`src/rtl/sensor_conditioner_if.sv`:
```
// Sensor-side and controller-side signals of the sensor conditioner.
// The slave modport is the conditioner. The master modport is its environment:
// the raw sensors, the Green lamps from Control, and Control reading the requests.
interface sensor_conditioner_if;
  logic NorthSensor;
  logic EastSensor;
  logic NorthGreen;
  logic EastGreen;
  logic NorthLevel;
  logic EastLevel;
  logic NorthReq;
  logic EastReq;

  modport master (
    output NorthSensor, EastSensor, NorthGreen, EastGreen,
    input  NorthLevel, EastLevel, NorthReq, EastReq
  );

  modport slave (
    input  NorthSensor, EastSensor, NorthGreen, EastGreen,
    output NorthLevel, EastLevel, NorthReq, EastReq
  );
endinterface

```
`src/rtl/sensor_conditioner.sv`:
```
// Conditions the raw north/east vehicle sensors for the traffic Control FSM.
// Each channel has a 2-flop synchronizer, a debouncer driven by a shared sample
// tick, and a request latch. The latch holds a request until that direction's
// Green lamp acknowledges it. Index 0 is north and index 1 is east throughout.
module sensor_conditioner #(
  parameter int SAMPLE_DIV = 50000,  // clock cycles per debounce sample tick, >= 2
  parameter int DB_COUNT   = 20,     // consecutive disagreeing samples to flip, >= 1
  parameter int DIV_W      = 16,     // prescaler width, 2**DIV_W >= SAMPLE_DIV
  parameter int DB_W       = 5       // debounce counter width, 2**DB_W >= DB_COUNT
) (
  input  logic                  CLOCK_50,
  input  logic                  reset_PB0,
  sensor_conditioner_if.slave   bus
);

  typedef enum logic {
    REQ_IDLE    = 1'b0,
    REQ_PENDING = 1'b1
  } req_state_t;

  localparam logic [DIV_W-1:0] DIV_LAST = DIV_W'(SAMPLE_DIV - 1);
  localparam logic [DB_W-1:0]  DB_LAST  = DB_W'(DB_COUNT - 1);

  logic [1:0]       raw;
  logic [1:0]       ack;
  logic [1:0]       sync1_q;
  logic [1:0]       sync2_q;
  logic [1:0]       level_q;
  logic [1:0]       level_d;
  logic [1:0]       ack_q;
  logic [1:0]       rise;
  logic [DB_W-1:0]  cnt_q [2];
  logic [DB_W-1:0]  cnt_d [2];
  req_state_t       req_q [2];
  req_state_t       req_d [2];
  logic [DIV_W-1:0] div_q;
  logic             tick;

  assign raw = {bus.EastSensor, bus.NorthSensor};
  assign ack = {bus.EastGreen,  bus.NorthGreen};

  // Two-flop synchronizer for the asynchronous sensor inputs.
  // NOTE: every register in this block is reset asynchronously and written with
  // non-blocking assignments, so all flops sample their pre-edge inputs together.
  always_ff @(posedge CLOCK_50 or negedge reset_PB0) begin
    if (!reset_PB0) begin
      sync1_q <= '0;
      sync2_q <= '0;
    end else begin
      sync1_q <= raw;
      sync2_q <= sync1_q;
    end
  end

  // Shared prescaler that counts 0..SAMPLE_DIV-1 and then wraps.
  always_ff @(posedge CLOCK_50 or negedge reset_PB0) begin
    if (!reset_PB0) begin
      div_q <= '0;
    end else if (div_q == DIV_LAST) begin
      div_q <= '0;
    end else begin
      div_q <= div_q + 1'b1;
    end
  end

  assign tick = (div_q == DIV_LAST);

  // Debounce next-state logic: the level flips on the DB_COUNT-th consecutive
  // disagreeing tick. A single agreeing tick restarts the count.
  // NOTE: each output gets a default before any condition, so the block stays
  // purely combinational and cannot infer a latch.
  always_comb begin
    for (int ch = 0; ch < 2; ch++) begin
      level_d[ch] = level_q[ch];
      cnt_d[ch]   = cnt_q[ch];
      if (tick) begin
        if (sync2_q[ch] == level_q[ch]) begin
          cnt_d[ch] = '0;
        end else if (cnt_q[ch] == DB_LAST) begin
          level_d[ch] = sync2_q[ch];
          cnt_d[ch]   = '0;
        end else begin
          cnt_d[ch] = cnt_q[ch] + 1'b1;
        end
      end
    end
  end

  // A rising debounced level raises the request on the same edge.
  assign rise = ~level_q & level_d;

  // Debounce state registers: level, sample counter and delayed acknowledge.
  always_ff @(posedge CLOCK_50 or negedge reset_PB0) begin
    if (!reset_PB0) begin
      level_q <= '0;
      ack_q   <= '0;
      for (int ch = 0; ch < 2; ch++) begin
        cnt_q[ch] <= '0;
      end
    end else begin
      level_q <= level_d;
      ack_q   <= ack;
      for (int ch = 0; ch < 2; ch++) begin
        cnt_q[ch] <= cnt_d[ch];
      end
    end
  end

  // Request latch next state. A held Green forces IDLE and beats a simultaneous
  // rise. A falling Green with the vehicle still present re-arms the request.
  // A falling level never clears a pending request.
  always_comb begin
    for (int ch = 0; ch < 2; ch++) begin
      req_d[ch] = req_q[ch];
      if (ack[ch]) begin
        req_d[ch] = REQ_IDLE;
      end else begin
        case (req_q[ch])
          REQ_IDLE: begin
            if (rise[ch] || (ack_q[ch] && level_q[ch])) begin
              req_d[ch] = REQ_PENDING;
            end
          end
          REQ_PENDING: req_d[ch] = REQ_PENDING;
          default:     req_d[ch] = REQ_IDLE;
        endcase
      end
    end
  end

  // Request latch state register.
  always_ff @(posedge CLOCK_50 or negedge reset_PB0) begin
    if (!reset_PB0) begin
      for (int ch = 0; ch < 2; ch++) begin
        req_q[ch] <= REQ_IDLE;
      end
    end else begin
      for (int ch = 0; ch < 2; ch++) begin
        req_q[ch] <= req_d[ch];
      end
    end
  end

  assign bus.NorthLevel = level_q[0];
  assign bus.EastLevel  = level_q[1];
  assign bus.NorthReq   = (req_q[0] == REQ_PENDING);
  assign bus.EastReq    = (req_q[1] == REQ_PENDING);

endmodule
```
`src/flat_wrapper.sv`:
```
// flat-port wrapper written by rule: the top's interface ports become plain ports
module sensor_conditioner_flat 
#(
  parameter int SAMPLE_DIV = 50000,                                                
  parameter int DB_COUNT   = 20,                                                     
  parameter int DIV_W      = 16,                                               
  parameter int DB_W       = 5                                                     
)
  (CLOCK_50, reset_PB0, bus_NorthSensor, bus_EastSensor, bus_NorthGreen, bus_EastGreen, bus_NorthLevel, bus_EastLevel, bus_NorthReq, bus_EastReq);
  sensor_conditioner_if bus_i ();
  input  logic CLOCK_50;
  input  logic reset_PB0;
  input wire logic [$bits(bus_i.NorthSensor)-1:0] bus_NorthSensor;
  input wire logic [$bits(bus_i.EastSensor)-1:0] bus_EastSensor;
  input wire logic [$bits(bus_i.NorthGreen)-1:0] bus_NorthGreen;
  input wire logic [$bits(bus_i.EastGreen)-1:0] bus_EastGreen;
  output wire logic [$bits(bus_i.NorthLevel)-1:0] bus_NorthLevel;
  output wire logic [$bits(bus_i.EastLevel)-1:0] bus_EastLevel;
  output wire logic [$bits(bus_i.NorthReq)-1:0] bus_NorthReq;
  output wire logic [$bits(bus_i.EastReq)-1:0] bus_EastReq;
  assign bus_i.NorthSensor = bus_NorthSensor;
  assign bus_i.EastSensor = bus_EastSensor;
  assign bus_i.NorthGreen = bus_NorthGreen;
  assign bus_i.EastGreen = bus_EastGreen;
  assign bus_NorthLevel = bus_i.NorthLevel;
  assign bus_EastLevel = bus_i.EastLevel;
  assign bus_NorthReq = bus_i.NorthReq;
  assign bus_EastReq = bus_i.EastReq;
  sensor_conditioner #(.SAMPLE_DIV(SAMPLE_DIV), .DB_COUNT(DB_COUNT), .DIV_W(DIV_W), .DB_W(DB_W)) u_core (.CLOCK_50(CLOCK_50), .reset_PB0(reset_PB0), .bus(bus_i));
endmodule
```
`config.mk`:
```
export PLATFORM = sky130hd
export DESIGN_NAME = sensor_conditioner_flat
export DESIGN_NICKNAME = d
export VERILOG_FILES = /design/src/rtl/sensor_conditioner_if.sv /design/src/rtl/sensor_conditioner.sv /design/src/flat_wrapper.sv
export SDC_FILE = /design/constraint.sdc
export NUM_CORES = 1
export LEC_CHECK = 0
export CORE_ASPECT_RATIO = 0.7
export CORE_UTILIZATION = 52
export DETAILED_ROUTE_END_ITERATION = 8
export PLACE_DENSITY = 0.77
export SYNTH_ARGS = -nofsm -noshare
export SYNTH_HDL_FRONTEND = slang
export SYNTH_SLANG_ARGS = --single-unit
```
`constraint.sdc`:
```
create_clock -name CLOCK_50 -period 2 [get_ports CLOCK_50]
set_input_delay 0.4 -clock CLOCK_50 [delete_from_list [all_inputs] [get_ports CLOCK_50]]
set_output_delay 0.4 -clock CLOCK_50 [all_outputs]
set_load 0.005 [all_outputs]
```
==> flow_metrics.tcl <==
set metrics [dict create \
    ctsHoldBuffers 0 \
    cp_num_cells 6 \
    drt_pass1_iterations 4 \
    pin_count 10 \
    antenna_found_initial 0 \
    cp_top_family "simple AND/OR/NAND/NOR gates" \
    grtUsageTotal_pct 20.17 \
    diodes 0 \
    synth_area_leaders "dfrtp_1, xnor2_1, nand3_1, nor2_1, ha_1" \
    clock_path_buffers 2 \
    drc 0 \
    crit_type "register to register" \
    timing.critical_path.buf_inv 1 \
    grt_pass1_wl_mm 5.333 \
    synthCells 151 \
    fill_cells 211 \
    dieWidth_um 69.21 \
    rr_endpoint "u_core.level_q[1]" \
    area_growth_pct 12.48 \
    num_rows 16 \
    die_area_um2 3394 \
    hp-class "register to register" \
    grt_max_degree 37 \
    leakagePower_nw 0.8279 \
    cts_tree "built" \
    grt_overflow_total 0 \
    synth_seq_area_share_pct 54.79 \
    core-area_um2 2903 \
    netlist-cell-type-count 32 \
    ys.flop_type "dfrtp_1" \
    path_clk_slew_ns 0.06 \
    layout_setup_ws_ns 0.2274 \
    post_drt_wl_per_cell_um 14.71 \
    cts-root-buf "clkbuf_8" \
    worst_path_max_delay_cell "dfrtp_1" \
    worstPathCellList "ha_1 -> and3_1 -> and4_1 -> buf_4 -> nand2_2 -> mux2_4" \
    die_y_um 49.05 \
    rsz0062_at_grt "no" \
    final.setup_skew_ns 0.002170 \
    dp_cells 196 \
    cts_setup_buffers 0 \
    max_stage_delay_ns 0.40 \
    synth_common_cells "dfrtp_1, nand3_1, nor2_1, xnor2_1, nand2_1" \
    p_per_area_nw_per_um2 661.0 \
    dp_slack_ns 0.2452 \
    period_needed_ns 1.773 \
    dr_total_vias 1180 \
    ctsHtreeMaxLevel 2 \
    setup_viol 0 \
    maxCapViolations 0 \
    synth_top_cell_by_area "dfrtp_1" \
    tns_ns 0 \
    post_cts_resized 0 \
    start_util_pct 56.64 \
    yosys_warnings 0 \
    cp-end-kind "register" \
    r2r_setup_slack_ns 0.23 \
    critical_path.max_fanout 18 \
    regArea_um2 900.9 \
    slew_headroom_pct 69.94 \
    nets 176 \
    grt_pass1_vias 1217 \
    cp.arrival_ns 1.94 \
    instances_no_fill 201 \
    r2r-start "u_core.div_q[0]" \
    hold_viol_final 0 \
    wirelength_mm 2.957 \
    port_buffers 9 \
    synth_top_area_share_pct 54.79 \
    fin_util_pct 63.71 \
    outcome "finished, final reports clean" \
    cp-startpoint "u_core.div_q[0]" \
    worst_r2r_path_depth 6 \
    hpwl_mm 2.055 \
    drive_gt1_share_pct 9.697 \
    max_freq_mhz 564.1 \
    cts_sinks 36 \
    drv_slew 0 \
    viasPerCell 5.871 \
    synth_area_um2 1644 \
    yosysMostFrequentCell "dfrtp_1" \
    multi_input_area_um2 699.4 \
    cts_buffers 5 \
    synth_edf_count 0 \
    startpoint_type "register" \
    dr.first_iter.drc_count 70 \
    crit_end "u_core.level_q[1]" \
    fin_crit_sh_pct 88.63 \
    postRouteAntennaNets 0 \
    ys_seq_elements 36 \
    gp_congestion 0.7960 \
    worst_pin_slew_ns 0.4509 \
    clk_latency_ns 0.28 \
    synth_nets 160 \
    cp.required_ns 2.17 \
    synthArstFlopShare_pct 100.0 \
    irDropWorstVdd_v 0.0004415 \
    post_synth.cell_area_avg_um2 10.89 \
]
==> logic make-up (layout without fill, tap and decap cells) <==
family | after synthesis | in the layout | synth area share [%]
AND/OR/NAND/NOR | 67 | 67 | 23.21
buffers and inverters | 9 | 23 | 2.664
AO/OA/AOI/OAI | 17 | 17 | 5.936
flip-flops | 36 | 36 | 54.79
multiplexers | 5 | 5 | 3.653
adder cells (fa/ha/maj) | 3 | 3 | 2.283
XOR/XNOR | 14 | 14 | 7.458
==> power breakdown <==
part | total (mW) | internal, mW | switching (mW)
clock | 0.453 | 0.224 | 0.229
combinational | 0.0315 | 0.0118 | 0.0197
sequential | 0.738 | 0.734 | 0.00342
total | 1.22 | 0.970 | 0.252
==> layer usage <==
metal,vias up,share of wire [%],routed length (um),track usage [%]
met5,-,0,0,0
met4,0,1.6,47,7.143
met3,8,2.9,85,4.959
met2,22,48,1415,33.66
met1,593,48,1409,25.86
li1,557,-,-,-
==> layout by cell type, fill, tap and decap left out <==
cell type	count
dfrtp_1	36
and4bb_2	2
nor3_1	4
ha_1	3
a31o_2	1
nand4b_1	2
nand4_1	2
buf_4	3
nor4bb_1	2
or3_1	1
a21oi_1	6
a21o_1	1
a21boi_0	1
nor2b_1	1
and4_1	2
clkbuf_8	5
xor2_1	3
o2bb2ai_1	1
clkdlybuf4s50_1	9
and3_1	4
xnor2_1	11
mux2_4	2
nand3_1	19
and4b_1	1
nand2_2	2
nand2_1	8
o21ai_0	7
nand2b_1	2
inv_1	6
nand3b_1	1
nor2_1	13
mux2i_1	3
nor4b_2	1
==> sequential cells by signal, indices dropped and copies added (netlist names) <==
register / flops
u_core.level_q: 2
u_core.bus.EastReq: 1
u_core.div_q: 16
u_core.cnt_q: 10
u_core.sync2_q: 2
u_core.ack_q: 2
u_core.sync1_q: 2
u_core.bus.NorthReq: 1
==> per-stage QoR <==
step | hold WS, ns | power, mW | cell area, um2
detailed placement | 0.3411 | 0.7839 | 1780
floorplan | 0.1044 | 0.7555 | 1644
global placement | 0.3319 | 0.7819 | 1780
global route | 0.3683 | 1.268 | 1849
CTS | 0.3556 | 1.234 | 1849
finish | 0.3510 | 1.222 | 1849
==> final cells by class <==
| cell class | count | area share [%] |
|---|---|---|
| clock buffers | 5 | 3.721 |
| multi-input cells | 106 | 37.82 |
| well taps | 36 | 2.436 |
| repair buffers | 12 | 6.089 |
| inverters | 6 | 1.218 |
| flip-flops and latches | 36 | 48.71 |
==> worst register-to-register path: cells and delay by family (launching register included) <==
family,cells,cell delay [ns]
flops,1,0.40
mux,1,0.30
buf+inv,1,0.22
fa+ha+maj,1,0.23
simple gates,3,0.51
==> how the worst min path moves through the flow <==
stage	cells after the start	start	to
after global placement	0	u_core.sync1_q[0]	u_core.sync2_q[0]
after global routing	0	u_core.sync1_q[0]	u_core.sync2_q[0]
final	0	u_core.sync1_q[0]	u_core.sync2_q[0]
after CTS	0	u_core.sync1_q[0]	u_core.sync2_q[0]
after floorplan	0	reset_PB0	u_core.ack_q[0]
after detailed placement	0	u_core.sync1_q[0]	u_core.sync2_q[0]
No activity file was read; power rests on OpenSTA's default activity.
==> RTL change: new RTL, config.mk and constraints unchanged <==
Make the reset (`reset_PB0`) synchronous in 4 clocked blocks. Comments in the files are not updated.
--- a/src/rtl/sensor_conditioner.sv
+++ b/src/rtl/sensor_conditioner.sv
@@ -44,3 +44,3 @@
   // non-blocking assignments, so all flops sample their pre-edge inputs together.
-  always_ff @(posedge CLOCK_50 or negedge reset_PB0) begin
+  always_ff @(posedge CLOCK_50) begin
     if (!reset_PB0) begin
@@ -55,3 +55,3 @@
   // Shared prescaler that counts 0..SAMPLE_DIV-1 and then wraps.
-  always_ff @(posedge CLOCK_50 or negedge reset_PB0) begin
+  always_ff @(posedge CLOCK_50) begin
     if (!reset_PB0) begin
@@ -92,3 +92,3 @@
   // Debounce state registers: level, sample counter and delayed acknowledge.
-  always_ff @(posedge CLOCK_50 or negedge reset_PB0) begin
+  always_ff @(posedge CLOCK_50) begin
     if (!reset_PB0) begin
@@ -131,3 +131,3 @@
   // Request latch state register.
-  always_ff @(posedge CLOCK_50 or negedge reset_PB0) begin
+  always_ff @(posedge CLOCK_50) begin
     if (!reset_PB0) begin
Formal check against the unedited RTL: same outputs for any inputs over 10 cycles, from zero or initial values and one cycle with reset_PB0 low; that may be too few to reach the edited logic, so the function may still have changed.
==> RTL change against the unedited design <==
- synthesized cell count rose by 12%
- critical path depth fell by 1
- first-iteration DRC count fell by 20%
- total power rose by 16%
- area after synthesis fell by 4.3%
- setup slack got worse by 0.078 ns
- routed wire length rose by 8.7%
- cell area rose by 0.14%
- count of clock-buffer cells in the layout rose by 1
- non-clock buffer count rose by 3
- sequential cell count did not move
- critical endpoint is now u_core.req_q[0][1]
==> RTL change: results <==
synth:
  synth_fa_ha_area_frac: 0.02387
  synth_mux_area_frac: 0
  synthArstFlopShare: 0
  syn_nets: 178
  synthXorXnorAreaFrac: 0.07239
  yosys-top-cells-count: "dfxtp_1 (36), nand3_1 (13), nor2_1 (13)"
  ys_seq_area_frac: 0.4582
  synth.distinct_cells: 42
  synthTopCellsByArea: "dfxtp_1 (46%), xnor2_1 (5.6%), nand3_1 (4.1%), nor2_1 (3.1%), o21ai_0 (2.9%)"
  ys.flop_type: "dfxtp_1"
  synth_compound_area_frac: 0.1217
  syn_area_per_cell_um2: 9.306
cells_and_area:
  antenna_cells: 0
  drive_above_1_share: 0.1070
  final_nets: 195
worst_setup_path:
  critPathCapture: "u_core.req_q[0][1]"
  r2r_slack_ns: 0.15
  cp-start-kind: "flip-flop"
  cp_max_fo: 4
  crit_arrival_ns: 2.06
  r2r_cells: 5
  timing.rr.start: "u_core.div_q[0]"
global_route:
  grt_use_total: 0.2248
  grt_use_met1: 0.3009
  use_met3: 0.06667
  gr-usage-met2: 0.3307
  grt_pass1_vias: 1120
  grt_pass1_wl_mm: 5.140
  grt_max_degree: 19
placed_design:
  dpl.cell_count: 214
  pre_cts_slack_ns: 0.06922
  place.gp.congestion: 0.8821
  place_area_um2: 1737
  dpl.hpwl_mm: 2.280
  port_buffers: 9
timing:
  worst_slew_pin_slew_ns: 0.3151
  whs_ns: 0.4417
  clock_skew_ns: 0.01271
  post-route-period-util: 0.9252
power_and_ir_drop:
  p_leak_uw: 0.0006569
  switching_power_uw: 291.8
  powerComb_uw: 52.8
  power.share.clock: 0.443
  ir_worst_vdd_mv: 0.4999
  power_density_nw_per_um2: 764.3
cts:
  cts_buffer_depth: 2
  insertion_delay_ns: 0.29
  ctsHtreeMaxLevel: 2
route:
  wl_met3_um: 148
  drt-met1-wl_mm: 1.554
  drt_iter0_markers: 56
  routed-via-count: 1272
  wirelength_mm: 3.214
  avgRoutedWirePerCell_um: 14.41
  route.met2.wl_mm: 1.460
run_status:
  outcome: "completed"
hold_path:
  hold_depth: 1
  min_to: "u_core.sync2_q[0]"
  worst_hold_startpoint: "u_core.sync1_q[0]"
[RTL change: cell count changes in the layout (fill, tap and decap cells not counted), moves of 3 or more]
| cell | change |
|---|---|
| nand3_1 | -6 |
| dfrtp_1 | -36 |
| nor4_1 | +3 |
| dfxtp_1 | +36 |
| and2_1 | +6 |
| mux2i_1 | -3 |
| or4_1 | +3 |
[RTL change: area by class of cell]
| cell class | instances | area, um2 |
|---|---|---|
| clock buffer | 6 | 72.57 |
| clock inverter | 2 | 35.03 |
| fill | 240 | 991.0 |
| inverter | 5 | 18.77 |
| multi-input combinational | 123 | 812.0 |
| sequential | 36 | 720.7 |
| tap | 36 | 45.04 |
| timing repair buffer | 15 | 147.6 |
[RTL change: critical path, cell delays in order (launching register included)]
cell      delay [ns]
dfxtp_1         0.38
ha_1            0.22
and3_1          0.24
nand4_1         0.19
or4_1           0.54
a211oi_2        0.22
[RTL change: timing repair]
item / 4_1_cts / 5_1_grt
setup endpoints to repair: 0 / 1
gates resized for setup: 0 / 0
setup buffers: 0 / 1
